`src/rtl/load_store_unit.sv`:
```
// RV32 load/store unit: classifies one request at a time, drives a word-addressed
// memory port with byte-lane mask and replicated store data, returns extended load data.
module load_store_unit #(
  parameter int MEM_TIMEOUT = 15
) (
  input  logic        clk,
  input  logic        reset,
  input  logic        req_valid,
  output logic        req_ready,
  input  logic        req_write,
  input  logic [2:0]  req_funct3,
  input  logic [31:0] req_addr,
  input  logic [31:0] req_wdata,
  output logic        resp_valid,
  output logic [31:0] resp_rdata,
  output logic        resp_misaligned,
  output logic        resp_fault,
  output logic [31:0] mem_addr,
  output logic [3:0]  mem_mask,
  output logic        mem_enable,
  output logic        mem_cmd,
  output logic [31:0] mem_write_data,
  input  logic [31:0] mem_load_data,
  input  logic        mem_valid
);
  localparam logic MEM_CMD_READ  = 1'b0;
  localparam logic MEM_CMD_WRITE = 1'b1;
  localparam int   CW = (MEM_TIMEOUT < 1) ? 1 : $clog2(MEM_TIMEOUT + 1);

  typedef enum logic [1:0] {IDLE, ACCESS, RESP} state_e;

  state_e        state_q, state_d;
  logic          write_q, write_d;
  logic [2:0]    funct3_q, funct3_d;
  logic [31:0]   addr_q, addr_d;
  logic [31:0]   wdata_q, wdata_d;
  logic [CW-1:0] cnt_q, cnt_d;
  logic [31:0]   rdata_q, rdata_d;
  logic          mis_q, mis_d;
  logic          fault_q, fault_d;

  logic          req_illegal, req_misaligned;
  logic [3:0]    lane_mask;
  logic [31:0]   lane_wdata, load_shift, load_ext;

  // Illegal encodings win over misalignment so a bad funct3 never looks like an alignment trap.
  always_comb begin
    req_illegal = (req_funct3 == 3'b011) || (req_funct3 == 3'b110) || (req_funct3 == 3'b111) ||
                  (req_write && req_funct3[2]);
    req_misaligned = 1'b0;
    case (req_funct3[1:0])
      2'b01:   req_misaligned = req_addr[0];
      2'b10:   req_misaligned = |req_addr[1:0];
      default: req_misaligned = 1'b0;
    endcase
  end

  always_comb begin
    lane_mask  = 4'b0000;
    lane_wdata = wdata_q;
    load_shift = mem_load_data;
    load_ext   = mem_load_data;
    case (funct3_q[1:0])
      2'b00: begin
        lane_mask  = 4'b0001 << addr_q[1:0];
        lane_wdata = {4{wdata_q[7:0]}};
        load_shift = mem_load_data >> {addr_q[1:0], 3'b000};
        load_ext   = funct3_q[2] ? {24'b0, load_shift[7:0]} : {{24{load_shift[7]}}, load_shift[7:0]};
      end
      2'b01: begin
        lane_mask  = addr_q[1] ? 4'b1100 : 4'b0011;
        lane_wdata = {2{wdata_q[15:0]}};
        load_shift = mem_load_data >> {addr_q[1], 4'b0000};
        load_ext   = funct3_q[2] ? {16'b0, load_shift[15:0]} : {{16{load_shift[15]}}, load_shift[15:0]};
      end
      2'b10: begin
        lane_mask  = 4'b1111;
        lane_wdata = wdata_q;
        load_ext   = mem_load_data;
      end
      default: ;
    endcase
  end

  always_comb begin
    state_d  = state_q;
    write_d  = write_q;
    funct3_d = funct3_q;
    addr_d   = addr_q;
    wdata_d  = wdata_q;
    cnt_d    = cnt_q;
    rdata_d  = rdata_q;
    mis_d    = mis_q;
    fault_d  = fault_q;
    case (state_q)
      IDLE: if (req_valid) begin
        write_d  = req_write;
        funct3_d = req_funct3;
        addr_d   = req_addr;
        wdata_d  = req_wdata;
        cnt_d    = '0;
        rdata_d  = '0;
        mis_d    = 1'b0;
        fault_d  = 1'b0;
        if (req_illegal) begin
          fault_d = 1'b1;
          state_d = RESP;
        end else if (req_misaligned) begin
          mis_d   = 1'b1;
          state_d = RESP;
        end else begin
          state_d = ACCESS;
        end
      end
      ACCESS: begin
        if (write_q) begin
          state_d = RESP;
        end else if (mem_valid) begin
          rdata_d = load_ext;
          state_d = RESP;
        end else if (cnt_q == CW'(MEM_TIMEOUT)) begin
          fault_d = 1'b1;
          state_d = RESP;
        end else begin
          cnt_d = cnt_q + CW'(1);
        end
      end
      RESP:    state_d = IDLE;
      default: state_d = IDLE;
    endcase
  end

  always_ff @(posedge clk or posedge reset) begin
    if (reset) begin
      state_q  <= IDLE;
      write_q  <= 1'b0;
      funct3_q <= 3'b000;
      addr_q   <= '0;
      wdata_q  <= '0;
      cnt_q    <= '0;
      rdata_q  <= '0;
      mis_q    <= 1'b0;
      fault_q  <= 1'b0;
    end else begin
      state_q  <= state_d;
      write_q  <= write_d;
      funct3_q <= funct3_d;
      addr_q   <= addr_d;
      wdata_q  <= wdata_d;
      cnt_q    <= cnt_d;
      rdata_q  <= rdata_d;
      mis_q    <= mis_d;
      fault_q  <= fault_d;
    end
  end

  // Outputs decode straight from the async-reset state so reset silences them immediately.
  always_comb begin
    req_ready       = (state_q == IDLE);
    mem_enable      = (state_q == ACCESS);
    mem_addr        = mem_enable ? {addr_q[31:2], 2'b00} : 32'b0;
    mem_mask        = mem_enable ? lane_mask : 4'b0000;
    mem_cmd         = mem_enable ? (write_q ? MEM_CMD_WRITE : MEM_CMD_READ) : 1'b0;
    mem_write_data  = mem_enable ? lane_wdata : 32'b0;
    resp_valid      = (state_q == RESP);
    resp_rdata      = resp_valid ? rdata_q : 32'b0;
    resp_misaligned = resp_valid & mis_q;
    resp_fault      = resp_valid & fault_q;
  end
endmodule

```
`config.mk`:
```
export PLATFORM = sky130hd
export DESIGN_NAME = load_store_unit
export DESIGN_NICKNAME = d
export VERILOG_FILES = /design/src/rtl/load_store_unit.sv
export SDC_FILE = /design/constraint.sdc
export NUM_CORES = 1
export LEC_CHECK = 0
export ABC_AREA = 1
export CAP_MARGIN = 0
export CORE_UTILIZATION = 30
export CTS_CLUSTER_DIAMETER = 150
export DETAILED_ROUTE_END_ITERATION = 8
export SYNTH_ARGS = -nofsm -noshare
export SYNTH_HDL_FRONTEND = slang
export SYNTH_SLANG_ARGS = --single-unit
export TNS_END_PERCENT = 1
```
`constraint.sdc`:
```
create_clock -name clk -period 4.4 [get_ports clk]
set_clock_uncertainty 0.1 [all_clocks]
set_input_delay 0.88 -clock clk [delete_from_list [all_inputs] [get_ports clk]]
set_output_delay 0.88 -clock clk [all_outputs]
set_load 0.005 [all_outputs]
```
# Word level (Yosys, flattened, before mapping)
# Index checks and enable logic that the tools add are counted.
[word_totals]
latchBits = 0
register_bits = 108
romBits = 0
mem_bits_rw = 0
n_memories = 0
[classes]
shifts = 3
muxes = 37
n_eq_ne = 17
n_mul = 0
div_mod_pow = 0
bitwise_logic = 2
reduce_logical = 13
addsub = 1
order_cmp = 0
[op_table]
columns = ["cell", "n"]
rows = [
  ["2-to-1 mux 32 bit", 8],
  ["case mux 32 bit (2 select lines)", 3],
  [">> shifter 32 x 5 -> 16 bit", 1],
  [">> shifter 32 x 5 -> 8 bit", 1],
  ["2-to-1 mux 4 bit", 6],
  ["2-to-1 mux 2 bit", 6],
  ["case mux 4 bit (3 select lines)", 1],
  ["AND reduction 5 bit", 2],
  ["2-to-1 mux 1 bit", 9],
  ["inequality test 2 bit, second input constant", 4],
  ["case mux 4 bit (2 select lines)", 1],
  ["== test 2 x 1 -> 1 bit, second input constant", 3],
  ["== test 2 bit, second input constant", 3],
  ["== test 3 bit, second input constant", 2],
  ["adder 4 x 1 -> 4 bit, second input constant", 1],
  ["== test 4 bit, second input constant", 1],
  ["logical NOT 2 bit", 2],
  ["inequality test 2 x 1 -> 1 bit, second input constant", 2],
  ["inequality test 4 x 1 -> 1 bit, second input constant", 1],
  ["case mux 1 bit (2 select lines)", 2],
  ["case mux 2 bit (2 select lines)", 1],
  ["AND reduction 2 bit", 2],
  ["AND reduction 4 bit", 1],
  ["<< shifter 1 x 2 -> 4 bit, first input constant", 1],
  ["6 further kinds", 9],
]

# Longest topological paths before layout
# Gate-level depths: netlist of the first run.
[logic_depth]
ltp_word = 7
depth_mapped = 11

# Worst setup path before layout of the first run
# No wires, ideal clock.
[synth_timing]
path_kind = "reg2out"
from = "reg funct3_q[1]"
to = "out mem_mask[0]"
stages_incl_launch_ff = 6
arrival_ps = 1185
slack_ps = 2235
cell_sequence = "dfrtp_1 nor2_1 buf_4 buf_4 nand3_1 a31oi_1"
[synth_between]
elab_chain_cells = 3
elab_cells_between_ends = 5
[synth_rtl]
columns = ["item", "line", "source"]
rows = [
  ["from (decl)", "34", "logic [2:0] funct3_q, funct3_d;"],
  ["from (signal assigned)", "147", "funct3_q <= funct3_d;"],
  ["== test 2 bit, or another cell as far along", "63", "case (funct3_q[1:0])"],
  ["case mux 4 bit (3 select lines) (*)", "63", ""],
  ["2-to-1 mux 4 bit (*)", "162", "mem_mask = mem_enable ? lane_mask : 4'b0000;"],
  ["to (decl)", "19", "output logic [3:0] mem_mask,"],
]
# Mark *: on every way between the ends. The rest lies on a longest branch, timed or not.

# Worst setup path in the final report of the first run
[layout_timing]
from = "reg addr_q[1]"
to = "out mem_mask[3]"
[layout_between]
elab_chain_cells = 3
elab_cells_between_ends = 4
[layout_rtl]
columns = ["item", "line", "source"]
rows = [
  ["from (decl)", "35", "logic [31:0] addr_q, addr_d;"],
  ["from (signal assigned)", "148", "addr_q <= addr_d;"],
  ["2-to-1 mux 4 bit / << shifter 1 x 2 -> 4 bit (equally long branches)", "71, 65", ""],
  ["case mux 4 bit (3 select lines) (*)", "63", ""],
  ["2-to-1 mux 4 bit (*)", "162", ""],
]
# Marked as above.

==> metrics.cfg, run 1 <==
[floorplanning]
die_area_um2=20800
fp.dieH_um=144
start_util_pct=30.9
core-area_um2=19700
die_w_um=144
ios=210
row_count=51

[cts]
cts_buffer_depth=2
cts_hold_buf=0
postCtsSetupRepairBufs=0
clock_sinks=108
tritoncts=done
clk-insertion-delay-late_ps=350
clk_pin_slew_worst_paths_ps=80
h-tree-depth=3
postCtsResizedCells=0
cts_made_buffers=9
cts_root_buf=clkbuf_16

[final_layout]
antenna_cells=0
drive_above_1_share_pct=4.25
nNetsFinal=1163
final_cells=1325
area_delta_synth_final_pct=40.6

[run_status]
status=completed

[routing]
dr_total_vias=5893
wl_per_cell_um=14.2
routed_via_density=4.45
drc_errors=0
drtPass1Iterations=4
postRouteAntennaNets=0
finalWirelength_um=18800
drt-initial-drc-count=211

[critical_path]
reg2reg_to=rdata_q[24]$_DFFE_PP0P_
rrSetupSlack_ps=2270
arrival_ps=2620
reg2reg_depth=7
crit_path_end_kind=output pin
r2r-start=addr_q[1]$_DFFE_PP0P_
critical_path_required_ps=3420
path_class=flop to output pin
critPathMaxFanout=28
startpoint=addr_q[1]$_DFFE_PP0P_
crit_path_start_kind=flop

[placed_design]
port_buffers=207
dp.cells=1309
place_hpwl_um=13500
place.gp.congestion=0.913

[sta]
min_period_over_period_pct=81.8
hold_viol_final=0
fmax_mhz=278
period_needed_ps=3600
slew_viol_final=0
fin_setup_tns_ps=0
rsz0062_at_grt=no
setup_viol=0
tightest_slew_ps=837
slew_headroom_pct=44.1

[global_route]
grt_pass1_wl_um=29100
grt-ovfl-total=0
antenna_found_initial=0
grt_max_degree=116
grt_pass1_vias=5595
grt_usage_pct=18.4

[yosys]
synth_cell_types=35
ys.flop_type=dfrtp_1
ys_async_sr_fraction_pct=100
synth_area_per_cell_um2=6.91
ys_seq_elements=108
syn_area_um2=6060
syn_inst=878
synth_edf_count=0
yosysWarnings=0
yosysSeqAreaShare_pct=44.6

[worst_hold_path]
hold-path-endpoint=wdata_q[23]$_DFFE_PP0P_
hold_depth=2
min_from=wdata_q[23]$_DFFE_PP0P_
min_path_type=flop to flop

[power]
ir_worst_vdd_mv=0.254
p_per_area_nw_per_um2=557
leakagePower_nw=4.03

[flow_run]
cap_violations=0

==> flip-flops by register name (all words and copies together), names as in the netlist <==
| name | flops |
|---|---|
| addr_q | 32 |
| mis_q | 1 |
| state_q | 2 |
| wdata_q | 32 |
| funct3_q | 3 |
| write_q | 1 |
| cnt_q | 4 |
| rdata_q | 32 |
| fault_q | 1 |
==> cell families after synthesis <==
kind of cell	after synthesis	share of synthesized area, %
AND/OR/NAND/NOR	503	33.1
buffers and inverters	152	11.6
AO/OA/AOI/OAI	109	9.66
flip-flops	108	44.6
adder cells (fa/ha/maj)	4	0.825
XOR/XNOR	1	0.144
other	1	0.0618
==> final cells by class <==
| class | count | area [um2] |
|---|---|---|
| Fill cell | 2078 | 11100 |
| Inverter | 105 | 397 |
| Clock inverter | 7 | 71.3 |
| Timing Repair Buffer | 212 | 2130 |
| Tap cell | 265 | 332 |
| Clock buffer | 9 | 225 |
| Sequential cell | 108 | 2700 |
| Multi-Input combinational cell | 619 | 2670 |
==> cells in the mapped netlist, types with 2 or more instances <==
library cell  count  area share (%)
a31oi_1           3            0.31
nand2_1         330              20
o21ai_0          74             6.1
clkbuf_1         13            0.80
ha_1              4            0.83
nand3_4           3            0.87
inv_1            97             6.0
nand3_1          22             1.8
o22ai_1           9            0.93
inv_2             7            0.43
buf_4             5            0.62
nor3_1            2            0.17
buf_2            14             1.2
dfrtp_1         108              45
nor2_4            4            0.74
a21oi_1          14             1.2
buf_6            13             2.4
o21ai_1           2            0.17
nor2_1          137             8.5
nand2_2           2            0.21
==> layout by cell type (no fill, tap or decap), types with 3 or more instances in the layout <==
cell and instances:
a21oi_1 14, a31oi_1 3, buf_4 3, clkbuf_16 9, clkdlybuf4s50_1 207, clkinv_2 3, dfrtp_1 108, ha_1 4
inv_1 96, inv_2 7, inv_6 3, nand2_1 329, nand2_2 3, nand3_1 22, nand3_4 3, nor2_1 136
nor2_4 4, o21ai_0 74, o22ai_1 9
==> routing by layer <==
metal  wire, um  up-vias  global-route usage, %
li1           -     3005                      -
met1       8760     2673                   24.8
met2       8240      195                   28.8
met3       1510       20                   4.87
met4        249        0                   5.10
met5          0        -                      0
==> per-stage QoR <==
stage / worst slack (ps) / hold slack, ps / power [mW] / area (um2) / utilization (%)
2_1_floorplan: 574 / 337 / 3.15 / 6070 / -
3_3_place_gp: 1210 / 362 / 3.95 / 8230 / 41.9
3_5_place_dp: 1200 / 359 / 3.96 / 8230 / 41.9
4_1_cts: 799 / 378 / 4.83 / 8530 / 43.4
5_1_grt: 604 / 394 / 5.19 / 8530 / 43.4
6_report: 800 / 379 / 4.75 / 8530 / 43.4
==> how the worst max path moves through the flow <==
stage                       endpoint  slack, ps  cells past startpoint
2_1_floorplan  addr_q[0]$_DFFE_PP0P_        570                      1
3_3_place_gp             mem_mask[2]       1210                      5
3_5_place_dp             mem_mask[3]       1200                      5
4_1_cts                  mem_mask[3]        800                      5
5_1_grt                  mem_mask[2]        600                      5
6_report                 mem_mask[3]        800                      5
==> report_power, final <==
part | switching [mW] | total [mW] | internal [mW]
sequential | 0.284 | 1.67 | 1.38
combinational | 1.35 | 2.24 | 0.894
clock | 0.393 | 0.839 | 0.446
==> critical path: stages (launching register included) <==
cell	delay, ps
dfrtp_1	860
inv_2	280
o21ai_0	340
a31oi_1	70
nor2_1	180
clkdlybuf4s50_1	520
(Power assumes the default switching activity.)
==> run 2: changes to the inputs <==
- clock period: 4.4 -> 3.21 ns (I/O delays scaled with it)
==> metrics.cfg, run 2 (synthesized netlist as in run 1, its figures left out) <==
[power]
p_total_mw=6.60
ir_worst_vdd_mv=0.412
p_per_area_nw_per_um2=767
leakagePower_nw=4.07

[final_layout]
nNetsFinal=1173
design_area_um2=8610
seqCellArea_um2=2700
drive_above_1_share_pct=5.05
final_common_cell=nand2_1
fill_cells=2093
top_regs=addr_q: 32 flops, rdata_q: 32 flops, wdata_q: 32 flops
most-common-layout-cells=329 x nand2_1, 207 x clkdlybuf4s50_1, 137 x nor2_1
area_delta_synth_final_pct=41.9
multiInputGateArea_um2=2660

[routing]
finalWirelength_um=19000
routed_via_density=4.44
drc_errors=0
dr_total_vias=5937
drt-initial-drc-count=288
drtPass1Iterations=4
wl_per_cell_um=14.2
postRouteAntennaNets=0

[critical_path]
critical_path_required_ps=2470
slowest_stage=dfrtp_1
crit_path_end_kind=output pin
critPathMaxFanout=13
reg2reg_depth=7
path_cells=nor2_1, inv_1, o21ai_0, nor2_1, clkdlybuf4s50_1
path_class=flop to output pin
crit_path_start_kind=flop
reg2reg_to=rdata_q[7]$_DFFE_PP0P_
max_stage_delay_ps=650
arrival_ps=2260
rrSetupSlack_ps=1130
cpMostUsedCell=nor2_1
r2r-start=funct3_q[1]$_DFFE_PP0P_

[sta]
tightest_slew_ps=633
slew_viol_final=0
hold_viol_final=0
fin_ws_ps=208
worst_hold_slack_ps=373
min_period_over_period_pct=93.5
setup_viol=0
slew_headroom_pct=57.8
fmax_mhz=333
fin_setup_tns_ps=0
period_needed_ps=3000
rsz0062_at_grt=no

[floorplanning]
start_util_pct=30.9
row_count=51
die_w_um=144
die_area_um2=20800
ios=210
fp.dieH_um=144
core-area_um2=19700

[placed_design]
place_area_um2=8300
place_hpwl_um=13800
port_buffers=207
pre_cts_slack_ps=523
place.gp.congestion=0.891

[cts]
clk_pin_slew_worst_paths_ps=70
h-tree-depth=3
tritoncts=done
clk-insertion-delay-late_ps=350
cts_buffer_depth=2
cts_root_buf=clkbuf_16
clock_sinks=108
cts_made_buffers=9

[worst_hold_path]
hold-path-endpoint=wdata_q[21]$_DFFE_PP0P_
hold_depth=2
min_from=wdata_q[21]$_DFFE_PP0P_
min_path_type=flop to flop

[global_route]
grt_max_degree=109
grt-ovfl-total=0
grt_pass1_wl_um=29700
antenna_found_initial=0
grt_usage_pct=18.7
grt_pass1_vias=5678

[run_status]
status=completed

[flow_run]
cap_violations=0

## run 2: cell count changes in the layout (fill, tap and decap cells not counted)
cell        previous run  this run
inv_4                  1         0
buf_4                  3        13
inv_6                  3         2
nor2_1               136       137
clkinvlp_4             0         2
nor2_2                 2         1
clkinv_2               3         2
clkinv_4               0         1
diode_2                0         1
## run 2: area by class of cell
class                   instances  share of cell area, %
diodes                          1                 0.0291
clock inverters                 7                  0.858
repair buffers                222                   25.7
flip-flops and latches        108                   31.4
well taps                     265                   3.85
clock buffers                   9                   2.62
multi-input cells             619                   30.9
inverters                     105                   4.62
## run 2: power by group
part	internal [mW]	leakage [nW]	total, mW	switching [mW]
logic	1.28	2.54	3.26	1.97
registers	1.90	1.38	2.20	0.305
clock network	0.610	0.146	1.14	0.531
total	3.79	4.07	6.60	2.81
## run 2: worst max path at each step
stage / from / cells after the start / slack (ps) / endpoint
after global routing: funct3_q[1]$_DFFE_PP0P_ / 5 / 70 / mem_write_data[15]
final: funct3_q[1]$_DFFE_PP0P_ / 5 / 210 / mem_write_data[30]
after floorplan: reset / 1 / 1170 / addr_q[0]$_DFFE_PP0P_
after detailed placement: funct3_q[1]$_DFFE_PP0P_ / 6 / 520 / mem_mask[2]
after CTS: funct3_q[1]$_DFFE_PP0P_ / 6 / 120 / mem_mask[2]
after global placement: funct3_q[1]$_DFFE_PP0P_ / 6 / 540 / mem_mask[3]
## run 2: layer usage
metal,track usage [%],vias to the layer above,part of all wire [%]
met3,5.73,16,8.4
met4,5.65,0,1.3
met5,0,-,0
met1,24.0,2704,45
met2,30.3,190,45
li1,-,3027,-
## run 2: worst max-delay path, delay by kind of cell (launching register included)
kind	cells	cell delay (ps)
DFF	1	650
buffers and inverters	2	790
AOI/OAI and AO/OA	1	150
and+or+nand+nor	2	320
## run 2: timing repair
action                                  4_1_cts  5_1_grt
endpoints found under the setup margin        0        2
hold buffers                                  0        0
setup buffers                                 0        1
resized for setup                             0        0
## run 2: per-stage QoR
step / utilization (%) / instances
after floorplan: - / 879
after global placement: 42.2 / 1318
after detailed placement: 42.2 / 1318
after CTS: 43.7 / 1334
after global routing: 43.8 / 1335
final: 43.8 / 1336
==> run 3: changes to the inputs <==
- PLACE_DENSITY: unset -> 0.68
==> metrics.cfg, run 3 (synthesized netlist as in run 1, its figures left out) <==
[sta]
fin_ws_ps=134
hold_viol_final=0
setup_viol=0
slew_viol_final=0
fmax_mhz=325
period_needed_ps=3080
tightest_slew_ps=795
worst_hold_slack_ps=380
min_period_over_period_pct=95.8
slew_headroom_pct=47.0
rsz0062_at_grt=yes

[critical_path]
cpLargestDelayFamily=buffers and inverters
path_cells=inv_1, nor2_4, inv_2, o21ai_0, a31oi_1, nor2_1, clkdlybuf4s50_1
cp_num_buf_inv=3
reg2reg_depth=8
critPathMaxFanout=10
crit_path_start_kind=flop
critical_path_required_ps=2470
r2r-start=funct3_q[1]$_DFFE_PP0P_
path_class=flop to output pin
rrSetupSlack_ps=1120
arrival_ps=2330
max_stage_delay_ps=530
slowest_stage=clkdlybuf4s50_1
reg2reg_to=rdata_q[9]$_DFFE_PP0P_
crit_path_end_kind=output pin

[cts]
clk-insertion-delay-late_ps=350
h-tree-depth=3
postCtsResizedCells=0
cts_hold_buf=0
cts_buffer_depth=2
clk_pin_slew_worst_paths_ps=70
tritoncts=done
cts_root_buf=clkbuf_16
cts_made_buffers=9
postCtsSetupRepairBufs=0
clock_sinks=108

[global_route]
grt_util_met2_pct=29.5
top_usage_layer=met2
antenna_found_initial=2
grt_pass1_wl_um=29200
grt-ovfl-total=0
grt_usage_pct=18.4
grt_max_degree=116
grtUsageMet3_pct=4.90
use_met1_pct=24.0
grt_pass1_vias=5593

[power]
power.share.clock_pct=17.1
ir_worst_vdd_mv=0.328
leakagePower_nw=4.04
p_per_area_nw_per_um2=763
pwr-share-comb_pct=49.2
swShare_pct=42.1
p_seq_share_pct=33.7
p_sw_mw=2.75
p_total_mw=6.54
p_int_mw=3.79

[placed_design]
port_buffers=207
place.gp.congestion=0.868
pre_cts_slack_ps=487
place_hpwl_um=13200

[flow_run]
cap_violations=0

[routing]
finalWirelength_um=18400
drt-initial-drc-count=357
postRouteAntennaNets=0
drtPass1Iterations=5
drc_errors=0
wl_per_cell_um=13.8
dr_total_vias=6056
routed_via_density=4.55

[worst_hold_path]
hold-path-endpoint=wdata_q[19]$_DFFE_PP0P_
hold_depth=2
min_from=wdata_q[19]$_DFFE_PP0P_
min_path_type=flop to flop

[floorplanning]
row_count=51
ios=210
die_w_um=144
die_area_um2=20800
core-area_um2=19700
fp.dieH_um=144
start_util_pct=30.9

[final_layout]
area_delta_synth_final_pct=41.4
most-common-layout-cells=329 x nand2_1, 207 x clkdlybuf4s50_1, 137 x nor2_1
drive_above_1_share_pct=4.60
final_common_cell=nand2_1
fill_cells=2080
top_regs=addr_q: 32 flops, rdata_q: 32 flops, wdata_q: 32 flops
nNetsFinal=1169

[run_status]
status=completed

run 3: changes by cell type in the layout (fill, tap and decap cells not counted), sizes merged:
cell      change
buf           -4
diode         +1
clkbuf        +2
clkinv        -2
clkinvlp      +2
inv           -3
run 3: layout make-up:
class	instances	area (um2)	area share, %
antenna	2	5.00	0.0584
clock buffer	11	243	2.83
clock inverter	4	50.0	0.584
inverter	105	402	4.68
multi-input combinational	619	2660	31.0
sequential	108	2700	31.5
tap	265	332	3.87
timing repair buffer	218	2180	25.4
run 3: how the worst max path moves through the flow:
stage,startpoint,to,slack [ps],cells past startpoint
after CTS,state_q[1]$_DFFE_PP0P_,mem_write_data[10],90,6
final,funct3_q[0]$_DFFE_PP0P_,mem_mask[2],130,7
after global routing,funct3_q[0]$_DFFE_PP0P_,mem_mask[3],-20,7
after global placement,state_q[1]$_DFFE_PP0P_,mem_write_data[30],560,6
after detailed placement,state_q[1]$_DFFE_PP0P_,mem_write_data[29],490,6
after floorplan,reset,addr_q[0]$_DFFE_PP0P_,1170,1
run 3: metrics by stage:
step / utilization [%] / TNS, ps / cells / cell area, um2
after floorplan: - / 0 / 879 / 6070
after global placement: 42.1 / 0 / 1315 / 8270
after detailed placement: 42.1 / 0 / 1315 / 8270
after CTS: 43.6 / 0 / 1330 / 8570
after global routing: 43.6 / -23.3 / 1331 / 8570
final: 43.6 / 0 / 1332 / 8580
run 3: worst min-delay path, delay by kind of cell (launching register included):
kind	cells	cell delay, ps
DFF	1	350
and+or+nand+nor	2	110
run 3: power by group through the flow:
| stage | clock, mW | sequential (mW) | combinational (mW) |
|---|---|---|---|
| floorplan | 0 | 2.11 | 2.20 |
| global placement | 0 | 2.23 | 3.18 |
| detailed placement | 0 | 2.23 | 3.24 |
| CTS | 1.16 | 2.21 | 3.25 |
| global route | 1.22 | 2.28 | 3.67 |
| finish | 1.12 | 2.21 | 3.22 |
run 3: metal layers:
| metal | routed length, um | up-vias |
|---|---|---|
| met3 | 1620 | 23 |
| met5 | 0 | - |
| met4 | 329 | 0 |
| met1 | 8090 | 2762 |
| met2 | 8380 | 247 |
| li1 | - | 3024 |
